**src/rtl/alu_pkg.sv**
```systemverilog
// Shared decode constants and MDU state encoding for alu_ctrl_mdu.
package alu_pkg;

  localparam logic [1:0] ALUOP_ADD   = 2'b00;
  localparam logic [1:0] ALUOP_SUB   = 2'b01;
  localparam logic [1:0] ALUOP_RTYPE = 2'b10;
  localparam logic [1:0] ALUOP_OTHER = 2'b11;

  localparam logic [5:0] F_ADD   = 6'b100000;
  localparam logic [5:0] F_SUB   = 6'b100010;
  localparam logic [5:0] F_AND   = 6'b100100;
  localparam logic [5:0] F_OR    = 6'b100101;
  localparam logic [5:0] F_SLT   = 6'b101010;
  localparam logic [5:0] F_MULT  = 6'b011000;
  localparam logic [5:0] F_MULTU = 6'b011001;
  localparam logic [5:0] F_DIV   = 6'b011010;
  localparam logic [5:0] F_DIVU  = 6'b011011;
  localparam logic [5:0] F_MFHI  = 6'b010000;
  localparam logic [5:0] F_MTHI  = 6'b010001;
  localparam logic [5:0] F_MFLO  = 6'b010010;
  localparam logic [5:0] F_MTLO  = 6'b010011;

  localparam logic [2:0] ALUC_AND = 3'b000;
  localparam logic [2:0] ALUC_OR  = 3'b001;
  localparam logic [2:0] ALUC_ADD = 3'b010;
  localparam logic [2:0] ALUC_SUB = 3'b100;
  localparam logic [2:0] ALUC_SLT = 3'b110;

  typedef enum logic [1:0] {
    S_IDLE = 2'd0,
    S_RUN  = 2'd1,
    S_DONE = 2'd2
  } mdu_state_e;

  // mult/multu/div/divu share the 0110xx pattern; bit0 = unsigned, bit1 = divide
  function automatic logic is_muldiv(input logic [5:0] f);
    return f[5:2] == 4'b0110;
  endfunction

endpackage

```
**src/rtl/mdu_iter.sv**
```systemverilog
// Iterative unsigned shift-add multiplier / restoring divider core.
// prod/quot/rem present the value after the current cycle's step, so the
// caller can commit the result on the same edge as the final iteration.
module mdu_iter #(
  parameter int WIDTH = 32,
  parameter int CNT_W = $clog2(WIDTH+1)
) (
  input  logic               clk,
  input  logic               reset,
  input  logic               load,
  input  logic               step,
  input  logic               is_div,
  input  logic [WIDTH-1:0]   op_a,
  input  logic [WIDTH-1:0]   op_b,
  output logic               done_iter,
  output logic [2*WIDTH-1:0] prod,
  output logic [WIDTH-1:0]   quot,
  output logic [WIDTH-1:0]   rem
);

  // lo_q: multiplier / dividend shifting into quotient; hi_q: product high / remainder
  logic [WIDTH-1:0] lo_q, hi_q, b_q;
  logic [CNT_W-1:0] cnt_q;
  logic             div_q;

  logic [WIDTH-1:0] b_sel;
  logic [WIDTH:0]   mul_sum;
  logic [WIDTH-1:0] mul_hi_n, mul_lo_n;
  logic [WIDTH:0]   rsh;
  logic [WIDTH+1:0] diff;
  logic             fits;
  logic [WIDTH-1:0] div_hi_n, div_lo_n;
  logic             unused_diff;

  always_comb begin
    b_sel    = lo_q[0] ? b_q : '0;
    mul_sum  = {1'b0, hi_q} + {1'b0, b_sel};
    mul_hi_n = mul_sum[WIDTH:1];
    mul_lo_n = {mul_sum[0], lo_q[WIDTH-1:1]};
    rsh      = {hi_q, lo_q[WIDTH-1]};
    diff     = {1'b0, rsh} - {2'b00, b_q};
    fits     = ~diff[WIDTH+1];
    // remainder always fits WIDTH bits: it stays below the divisor
    div_hi_n = fits ? diff[WIDTH-1:0] : rsh[WIDTH-1:0];
    div_lo_n = {lo_q[WIDTH-2:0], fits};
  end

  assign unused_diff = diff[WIDTH];
  assign prod        = {mul_hi_n, mul_lo_n};
  assign quot        = div_lo_n;
  assign rem         = div_hi_n;
  assign done_iter   = step && (cnt_q == CNT_W'(WIDTH-1));

  always_ff @(posedge clk) begin
    if (reset) begin
      lo_q  <= '0;
      hi_q  <= '0;
      b_q   <= '0;
      cnt_q <= '0;
      div_q <= 1'b0;
    end else if (load) begin
      lo_q  <= op_a;
      hi_q  <= '0;
      b_q   <= op_b;
      cnt_q <= '0;
      div_q <= is_div;
    end else if (step) begin
      lo_q  <= div_q ? div_lo_n : mul_lo_n;
      hi_q  <= div_q ? div_hi_n : mul_hi_n;
      cnt_q <= cnt_q + 1'b1;
    end
  end

endmodule

```
**src/rtl/alu_ctrl_mdu.sv**
```systemverilog
// ALU control decoder plus multi-cycle multiply/divide unit with HI/LO.
// Handles signs around an unsigned iterative core and stalls the datapath.
module alu_ctrl_mdu
  import alu_pkg::*;
#(
  parameter int WIDTH = 32,
  parameter int CNT_W = $clog2(WIDTH+1)
) (
  input  logic             clk,
  input  logic             reset,
  input  logic             valid,
  input  logic [1:0]       ALUOp,
  input  logic [5:0]       Funct,
  input  logic [WIDTH-1:0] src_a,
  input  logic [WIDTH-1:0] src_b,
  output logic [2:0]       ALUControl,
  output logic             mdu_sel,
  output logic [WIDTH-1:0] mdu_result,
  output logic             stall,
  output logic             div_by_zero
);

  mdu_state_e state_q, state_n;

  logic             md_live, is_md, is_signed, is_div;
  logic             neg_a, neg_b;
  logic [WIDTH-1:0] mag_a, mag_b;
  logic             load, step, done_iter;
  logic [2*WIDTH-1:0] prod, prod_fix;
  logic [WIDTH-1:0] quot, rem, quot_fix, rem_fix;
  logic [WIDTH-1:0] hi_q, lo_q, a_orig_q;
  logic             neg_q, rneg_q, bzero_q, div_q, dbz_q;

  always_comb begin
    ALUControl = ALUC_ADD;
    case (ALUOp)
      ALUOP_ADD:   ALUControl = ALUC_ADD;
      ALUOP_SUB:   ALUControl = ALUC_SUB;
      ALUOP_RTYPE: begin
        case (Funct)
          F_ADD:   ALUControl = ALUC_ADD;
          F_SUB:   ALUControl = ALUC_SUB;
          F_AND:   ALUControl = ALUC_AND;
          F_OR:    ALUControl = ALUC_OR;
          F_SLT:   ALUControl = ALUC_SLT;
          default: ALUControl = ALUC_ADD;
        endcase
      end
      default:     ALUControl = ALUC_ADD;
    endcase
  end

  assign md_live   = valid && (ALUOp == ALUOP_RTYPE);
  assign is_md     = md_live && is_muldiv(Funct);
  assign is_signed = ~Funct[0];
  assign is_div    = Funct[1];
  assign neg_a     = is_signed & src_a[WIDTH-1];
  assign neg_b     = is_signed & src_b[WIDTH-1];
  assign mag_a     = neg_a ? -src_a : src_a;
  assign mag_b     = neg_b ? -src_b : src_b;

  always_comb begin
    state_n = state_q;
    load    = 1'b0;
    step    = 1'b0;
    case (state_q)
      S_IDLE: if (is_md) begin
        load    = 1'b1;
        state_n = S_RUN;
      end
      S_RUN: begin
        step = 1'b1;
        if (done_iter) state_n = S_DONE;
      end
      S_DONE:  state_n = S_IDLE;
      default: state_n = S_IDLE;
    endcase
    stall = ~reset && (load || state_q == S_RUN);
  end

  mdu_iter #(.WIDTH(WIDTH), .CNT_W(CNT_W)) u_iter (
    .clk       (clk),
    .reset     (reset),
    .load      (load),
    .step      (step),
    .is_div    (is_div),
    .op_a      (mag_a),
    .op_b      (mag_b),
    .done_iter (done_iter),
    .prod      (prod),
    .quot      (quot),
    .rem       (rem)
  );

  // -MIN / -1 needs no special case: |MIN| quotient with no negate wraps to MIN
  assign prod_fix = neg_q  ? -prod : prod;
  assign quot_fix = neg_q  ? -quot : quot;
  assign rem_fix  = rneg_q ? -rem  : rem;

  always_ff @(posedge clk) begin
    if (reset) begin
      state_q  <= S_IDLE;
      hi_q     <= '0;
      lo_q     <= '0;
      a_orig_q <= '0;
      neg_q    <= 1'b0;
      rneg_q   <= 1'b0;
      bzero_q  <= 1'b0;
      div_q    <= 1'b0;
      dbz_q    <= 1'b0;
    end else begin
      state_q <= state_n;
      if (load) begin
        neg_q    <= neg_a ^ neg_b;
        rneg_q   <= neg_a;
        a_orig_q <= src_a;
        bzero_q  <= (src_b == '0);
        div_q    <= is_div;
        dbz_q    <= 1'b0;
      end
      if (done_iter) begin
        if (!div_q) begin
          {hi_q, lo_q} <= prod_fix;
        end else if (bzero_q) begin
          lo_q  <= '1;
          hi_q  <= a_orig_q;
          dbz_q <= 1'b1;
        end else begin
          lo_q <= quot_fix;
          hi_q <= rem_fix;
        end
      end else if (state_q == S_IDLE && md_live) begin
        if (Funct == F_MTHI) hi_q <= src_a;
        if (Funct == F_MTLO) lo_q <= src_a;
      end
    end
  end

  assign div_by_zero = dbz_q;
  assign mdu_sel     = ~reset && md_live && (state_q != S_RUN) &&
                       (Funct == F_MFHI || Funct == F_MFLO);
  assign mdu_result  = !mdu_sel ? '0 : (Funct == F_MFHI) ? hi_q : lo_q;

endmodule

```
**config.mk**
```make
export PLATFORM = sky130hd
export DESIGN_NAME = alu_ctrl_mdu
export DESIGN_NICKNAME = d
export VERILOG_FILES = /design/src/rtl/alu_pkg.sv /design/src/rtl/mdu_iter.sv /design/src/rtl/alu_ctrl_mdu.sv
export SDC_FILE = /design/constraint.sdc
export NUM_CORES = 1
export LEC_CHECK = 0
export CAP_MARGIN = 20
export CORE_AREA = 4 4 190 192
export CTS_CLUSTER_DIAMETER = 150
export DETAILED_ROUTE_END_ITERATION = 12
export DIE_AREA = 0 0 194 196
export PLACE_DENSITY_LB_ADDON = 0.15
export SLEW_MARGIN = 10
export SYNTH_ARGS = -nofsm -noshare
export SYNTH_HDL_FRONTEND = slang
export SYNTH_SLANG_ARGS = --single-unit
```
**constraint.sdc**
```tcl
create_clock -name clk -period 5.1 [get_ports clk]
set_input_delay 0.765 -clock clk [delete_from_list [all_inputs] [get_ports clk]]
set_output_delay 0.765 -clock clk [all_outputs]
set_load 0.01 [all_outputs]
```
After elaboration in Yosys (flattened, before gate mapping) --
Index checks and enable logic that the tools add are counted.
Word-level totals: bits in registers 205, input bits 75, output and inout port bits 38, word-level logic and storage cells 98
Operators by class: add/subtract/negate cells 8, eq/ne operators 16, mux-type cells 35, bitwise gates (word level) 6, reduce and logical (&&, ||, !) cells 20
Operators with widths (count):
- 32-bit 2-to-1 mux | 22
- 32-bit negator | 4
- 64-bit 2-to-1 mux | 1
- 64-bit negator | 1
- 33-bit by 32-bit subtractor with 34-bit output | 1
- 32-bit by 32-bit adder with 33-bit output | 1
- 32-bit logical NOT | 1
- 6-bit by 5-bit equality test with 1-bit output (second input constant) | 5
- 6-bit equality test (second input constant) | 4
- 3-bit case mux with 4 select lines | 1
- 1-bit logical AND | 8
- 2-bit nonzero test | 4
- 1-bit 2-to-1 mux | 7
- 6-bit by 1-bit adder with 6-bit output (second input constant) | 1
- 3-bit case mux with 2 select lines | 1
- 2-bit AND reduction | 3
- 2-bit by 1-bit equality test with 1-bit output (second input constant) | 2
- 4-bit by 3-bit equality test with 1-bit output (second input constant) | 1
- 2-bit 2-to-1 mux | 2
- 2-bit inequality test (second input constant) | 2
- 2-bit case mux with 2 select lines | 1
- 1-bit NOT | 3
- 1-bit bitwise AND | 2
- 2-bit equality test (second input constant) | 1
- 5 further kinds | 6

Logic depth before layout (Yosys ltp) --
depth after elaboration 9, depth in mapped cells 24, depth with buffers taken out 19

Hierarchy --
A second synthesis with hierarchy kept.
Unflattened totals: cell total of the unflattened synthesis 2598, area, all modules 18830.6 um2
Modules (own cells, without submodules):
- alu_ctrl_mdu | times used 1, cells an instance 1477, area an instance 10203.5 um2, sequential area each 2062.0 um2
- mdu_iter | times used 1, cells an instance 1121, area an instance 8627.0 um2, sequential area each 2062.0 um2

Worst setup path after synthesis --
Ideal clock, no wire load.
path type flip-flop to flip-flop, from reg u_iter.b_q[26], to reg hi_q[28], setup time 0.127 ns, arrival 5.476 ns, required time 4.973 ns, setup slack -0.503 ns, stages on the path, launching flop included 24, buffers on the path 4, period minus slack after synthesis 5.603 ns, path through dfxtp_1 -> inv_1 -> ha_1 -> nand2_2 -> or4_4 -> or4b_1 -> o211a_2 -> nand2_4 -> buf_2 -> clkbuf_1 -> clkbuf_1 -> buf_1 -> nand2_1 -> o21ai_0 -> ha_1 -> inv_1 -> nor4_1 -> nand3_1 -> o41a_1 -> or4b_4 -> or3_4 -> o31ai_4 -> xnor2_1 -> o211ai_2
Between the ends: longest elaborated chain between the ends 7, elaborated cells between the ends (all ways) 11, those cells by class 4 x add/sub; 7 x mux
RTL lines:
- from (decl) | RTL line mdu_iter.sv:22 | logic [WIDTH-1:0] lo_q, hi_q, b_q;
- from (signal assigned) | RTL line mdu_iter.sv:64 | b_q <= op_b;
- 33-bit by 32-bit subtractor with 34-bit output | RTL line mdu_iter.sv:41 | diff = {1'b0, rsh} - {2'b00, b_q};
- 32-bit 2-to-1 mux | RTL line mdu_iter.sv:44 | div_hi_n = fits ? diff[WIDTH-1:0] : rsh[WIDTH-1:0];
- 32-bit negator | RTL line alu_ctrl_mdu.sv:98 | assign rem_fix = rneg_q ? -rem : rem;
- 32-bit 2-to-1 mux | RTL line alu_ctrl_mdu.sv:98
- 32-bit 2-to-1 mux | RTL line alu_ctrl_mdu.sv:124 | end else if (bzero_q) begin
- 32-bit 2-to-1 mux (*) | RTL line alu_ctrl_mdu.sv:122 | if (!div_q) begin
- 32-bit 2-to-1 mux (*) | RTL line alu_ctrl_mdu.sv:121 | if (done_iter) begin
- to (signal assigned) | RTL line alu_ctrl_mdu.sv:123 | {hi_q, lo_q} <= prod_fix;
- to (signal assigned) | RTL line alu_ctrl_mdu.sv:126 | hi_q <= a_orig_q;
- to (signal assigned) | RTL line alu_ctrl_mdu.sv:130 | hi_q <= rem_fix;
- to (decl) | RTL line alu_ctrl_mdu.sv:31 | logic [WIDTH-1:0] hi_q, lo_q, a_orig_q;
Mark *: on every way between the ends. The rest lies on a longest branch, timed or not. A chain may end at the register's enable or synchronous reset.

Worst setup path after layout --
from reg u_iter.b_q[31], to reg hi_q[26]
Between the ends: longest elaborated chain between the ends 7
RTL lines (RTL line):
- 33-bit by 32-bit subtractor with 34-bit output (*) | mdu_iter.sv:41
- 32-bit 2-to-1 mux (*) | mdu_iter.sv:44
- 32-bit negator | alu_ctrl_mdu.sv:98
- 32-bit 2-to-1 mux (*) | alu_ctrl_mdu.sv:98
- 32-bit 2-to-1 mux (*) | alu_ctrl_mdu.sv:124
- 32-bit 2-to-1 mux (*) | alu_ctrl_mdu.sv:122
- 32-bit 2-to-1 mux (*) | alu_ctrl_mdu.sv:121
Marked as above.

==> qor.csv <==
stage,metric,value,unit
run_status,status,"finished, final reports clean",
drt,Wirelength per Cell,22.7,um
yosys,multiplexer share of the synthesized area,4.30,%
yosys,register bit total from synthesis,205,
cells_and_area,Util after Layout,61.7,%
place,Detail Placement HPWL,55.2,mm
yosys,Synth async-reset ratio,0,%
global_route,vias in the first global route,19500,
timing,Post-Route Setup TNS,0,ns
setup_path,WP data required,5.53,ns
global_route,GR peak layer,met2,
cells_and_area,"commonest non-fill, non-tap cells in the layout","479 x nand2_1, 280 x a21oi_1, 268 x nor2_1",
die,Core Box Area,34400,um2
yosys,Netlist Area Pre-Place,18700,um2
yosys,Synth top area share,22.0,%
yosys,sequential fraction of the synthesis area,22.0,%
clocking,maximum buffer depth of the clock tree,3,
setup_path,crit-path cells,inv_1 > ha_1 > inv_1 > or4_4 > or4b_1 > o211ai_1 > o21ai_0 > o21ai_1 > ha_2 > inv_1 > nor4_1 > nand3_1 > o41a_1 > or4b_4 > or3_4 > o21ai_0 > xor2_1 > o21ai_0,
cells_and_area,Diodes inserted,0,
cells_and_area,share of layout cells above drive strength 1,6.64,%
yosys,post-synthesis xor/xnor area fraction,9.11,%
setup_path,WP data arrival,5.31,ns
die,chip width,194,um
setup_path,Crit Path Class,reg2reg,
drt,Routed Antenna Nets,0,
setup_path,crit-path max FO,6,
global_route,met2 Resource Use GR,58.7,%
global_route,met1 usage,47.5,%
cells_and_area,Finished Layout Cells,3228,
clocking,CTS tree,built,
die,initial core utilization,54.3,%
drt,vias per cell,6.39,
place,IO buf count,112,
yosys,dominant cells by area after synthesis,"dfxtp_1 22%, nand2_1 9.6%, a21oi_1 7.5%, nor2_1 5.4%, xnor2_1 5.3%",
pwr,Power Dens Cells,225,nW/um2
setup_path,CP endpoint kind,flip-flop,
clocking,Clock Sinks,205,
clocking,htree depth,1,
clocking,clk_lat worst skew,0.56,ns
die,Rows,68,
drt,DR vias,20600,
setup_path,max incr delay on CP,0.65,ns
global_route,GRT Total Usage,36.7,%
drt,TritonRoute pass-1 iters,7,
drt,# DRC,0,
place,Post-DP Area,20200,um2
clocking,hold_buf cts,0,
clocking,Root Buffer,clkbuf_16,
yosys,Synth Area in Simple Gates,26.9,%
global_route,Overflow after GRT,0,
global_route,met3 Usage GRT,5.50,%
timing,Finish-stage setup viols,0,
worst_hold_path,worst hold path depth,2,
timing,clk_skew,0.0168,ns
yosys,Synth Instances,2742,
cells_and_area,final instance area,21200,um2
yosys,Syn Area/Cell,6.80,um2
timing,Slew @ Worst Pin,1.10,ns
yosys,Ys Warns,0,
drt,Total Wirelength,73.3,mm
yosys,cell taking the most area after synthesis,dfxtp_1,
timing,Final Hold Violating Endpoints,0,
timing,Fmax achieved,205,MHz
global_route,first-pass GRT wire length,112,mm
place,gpl congestion,1.06,
global_route,largest net degree at the start of global routing,84,
drt,DRT iter0 DRCs,2272,
timing,crit share post-route,95.6,%
worst_hold_path,Hold/Removal Path Class,reg2reg,
pwr,Peak supply drop,249,uV
cells_and_area,Area Growth Syn to Fin,13.7,%
run,max cap viols,0,
yosys,Syn Nets,2891,
die,DIE HEIGHT,196,um
yosys,Yosys cell types,79,
yosys,Synth Flop Type,dfxtp_1,
die,die area,38000,um2
die,Ports,113,
timing,Slew headroom,26.8,%
timing,Final min period,4.87,ns
yosys,Post-synth EDFFs,0,
cells_and_area,"commonest non-fill, non-tap cell in the layout",nand2_1,
yosys,Synth Area in Compound Gates,26.9,%
clocking,Num CTS Buffers,26,
timing,RSZ-0062 raised after global routing,no,
yosys,main combinational cell family by area after synthesis,simple AND/OR/NAND/NOR gates,
setup_path,Crit-path slowest cell,or4b_4,
timing,Slew Limit Fails,0,
global_route,initial antenna violation count,0,
timing,hold slack,0.450,ns
setup_path,Startpoint Class,flip-flop,
place,placed cell count,3178,
pwr,Leakage,8.21,nW
cells_and_area,fin nets,2902,
clocking,"CTS clk-pin slew, worst paths",0.07,ns
setup_path,Reg2Reg Setup Slack,0.23,ns
yosys,Post-Synth Adder-Cell Area,5.04,%
setup_path,Worst R2R Path Depth,18,
==> metrics by stage <==
step	total power [mW]	setup WS, ns
finish	4.77	0.226
global route	4.89	0.00983
CTS	4.73	0.235
detailed placement	2.64	0.269
global placement	2.64	0.379
floorplan	2.25	0.0157
==> final timing paths <==
| check | start | end |
|---|---|---|
| max reg2reg | u_iter.b_q[31]$_SDFFE_PP0P_ | hi_q[26]$_SDFFE_PP0P_ |
| min reg2reg | u_iter.b_q[27]$_SDFFE_PP0P_ | u_iter.b_q[27]$_SDFFE_PP0P_ |
| min | u_iter.b_q[27]$_SDFFE_PP0P_ | u_iter.b_q[27]$_SDFFE_PP0P_ |
| max | u_iter.b_q[31]$_SDFFE_PP0P_ | hi_q[26]$_SDFFE_PP0P_ |
==> layer usage <==
| layer | vias to the layer above | part of all wire [%] |
|---|---|---|
| met2 | 1079 | 44 |
| li1 | 9801 | - |
| met3 | 211 | 9.4 |
| met1 | 9525 | 40 |
| met5 | - | 0 |
| met4 | 0 | 6.5 |
==> critical path, delay by kind of cell (launching register included) <==
| family | cells | cell delay (ns) |
|---|---|---|
| DFF | 1 | 0.33 |
| buffers and inverters | 3 | 0.18 |
| adders and majority gates | 2 | 0.53 |
| and+or+nand+nor | 6 | 2.56 |
| AOI/OAI and AO/OA | 6 | 0.96 |
| xor gates and xnor gates | 1 | 0.18 |
==> Yosys cell counts (all sizes together), types with 5 or more instances <==
master and n:
ha 72, o22ai 31, xnor2 113, a21o 29, o41ai 15, a21oi 281, mux2 9, a211oi 79
a22oi 10, nand4 21, nor3b 6, or3 41, a221oi 7, o221ai 17, a31oi 23, o211ai 40
nand2b 21, a2111oi 5, clkbuf 174, mux2i 70, o21ai 146, nand3b 8, nor3 92, inv 73
dfxtp 205, a311oi 13, nor4 17, or4b 6, and3 38, or4 18, or2 13, buf 33
xor2 81, and2 13, o21a 11, nor2b 18, nand3 38, nor2 270, a21boi 11, nand2 481
o31ai 38
==> area by class of cell <==
| cell class | instances | area (um2) |
|---|---|---|
| clock inverter | 19 | 250 |
| inverter | 73 | 274 |
| tap | 455 | 569 |
| fill | 3222 | 13200 |
| timing repair buffer | 190 | 1700 |
| multi-input combinational | 2257 | 13600 |
| sequential | 205 | 4110 |
| clock buffer | 29 | 714 |
==> where the power goes <==
group	internal [mW]	leakage, nW	switching [mW]
logic	0.366	6.10	0.669
clock network	1.27	0.457	0.839
registers	1.61	1.65	0.0143
==> state kept, by name, summed over array words and instances (netlist names), 2 cells and up <==
register / count
u_iter.cnt_q: 6
hi_q: 32
u_iter.b_q: 32
u_iter.lo_q: 32
state_q: 2
lo_q: 32
u_iter.hi_q: 32
a_orig_q: 32
==> logic make-up after synthesis <==
logic type	count (synthesis)
muxes	79
adders and majority gates	74
DFF	205
and+or+nand+nor	1112
AOI/OAI and AO/OA	798
xor gates and xnor gates	194
buffers and inverters	280
==> repair_timing <==
item                                    CTS  global route
setup buffers                             0             2
endpoints found under the setup margin    0             4
hold endpoints to repair                  0             0
gates resized for setup                   0             6
Note: power is estimated with default switching activity, not from simulation.
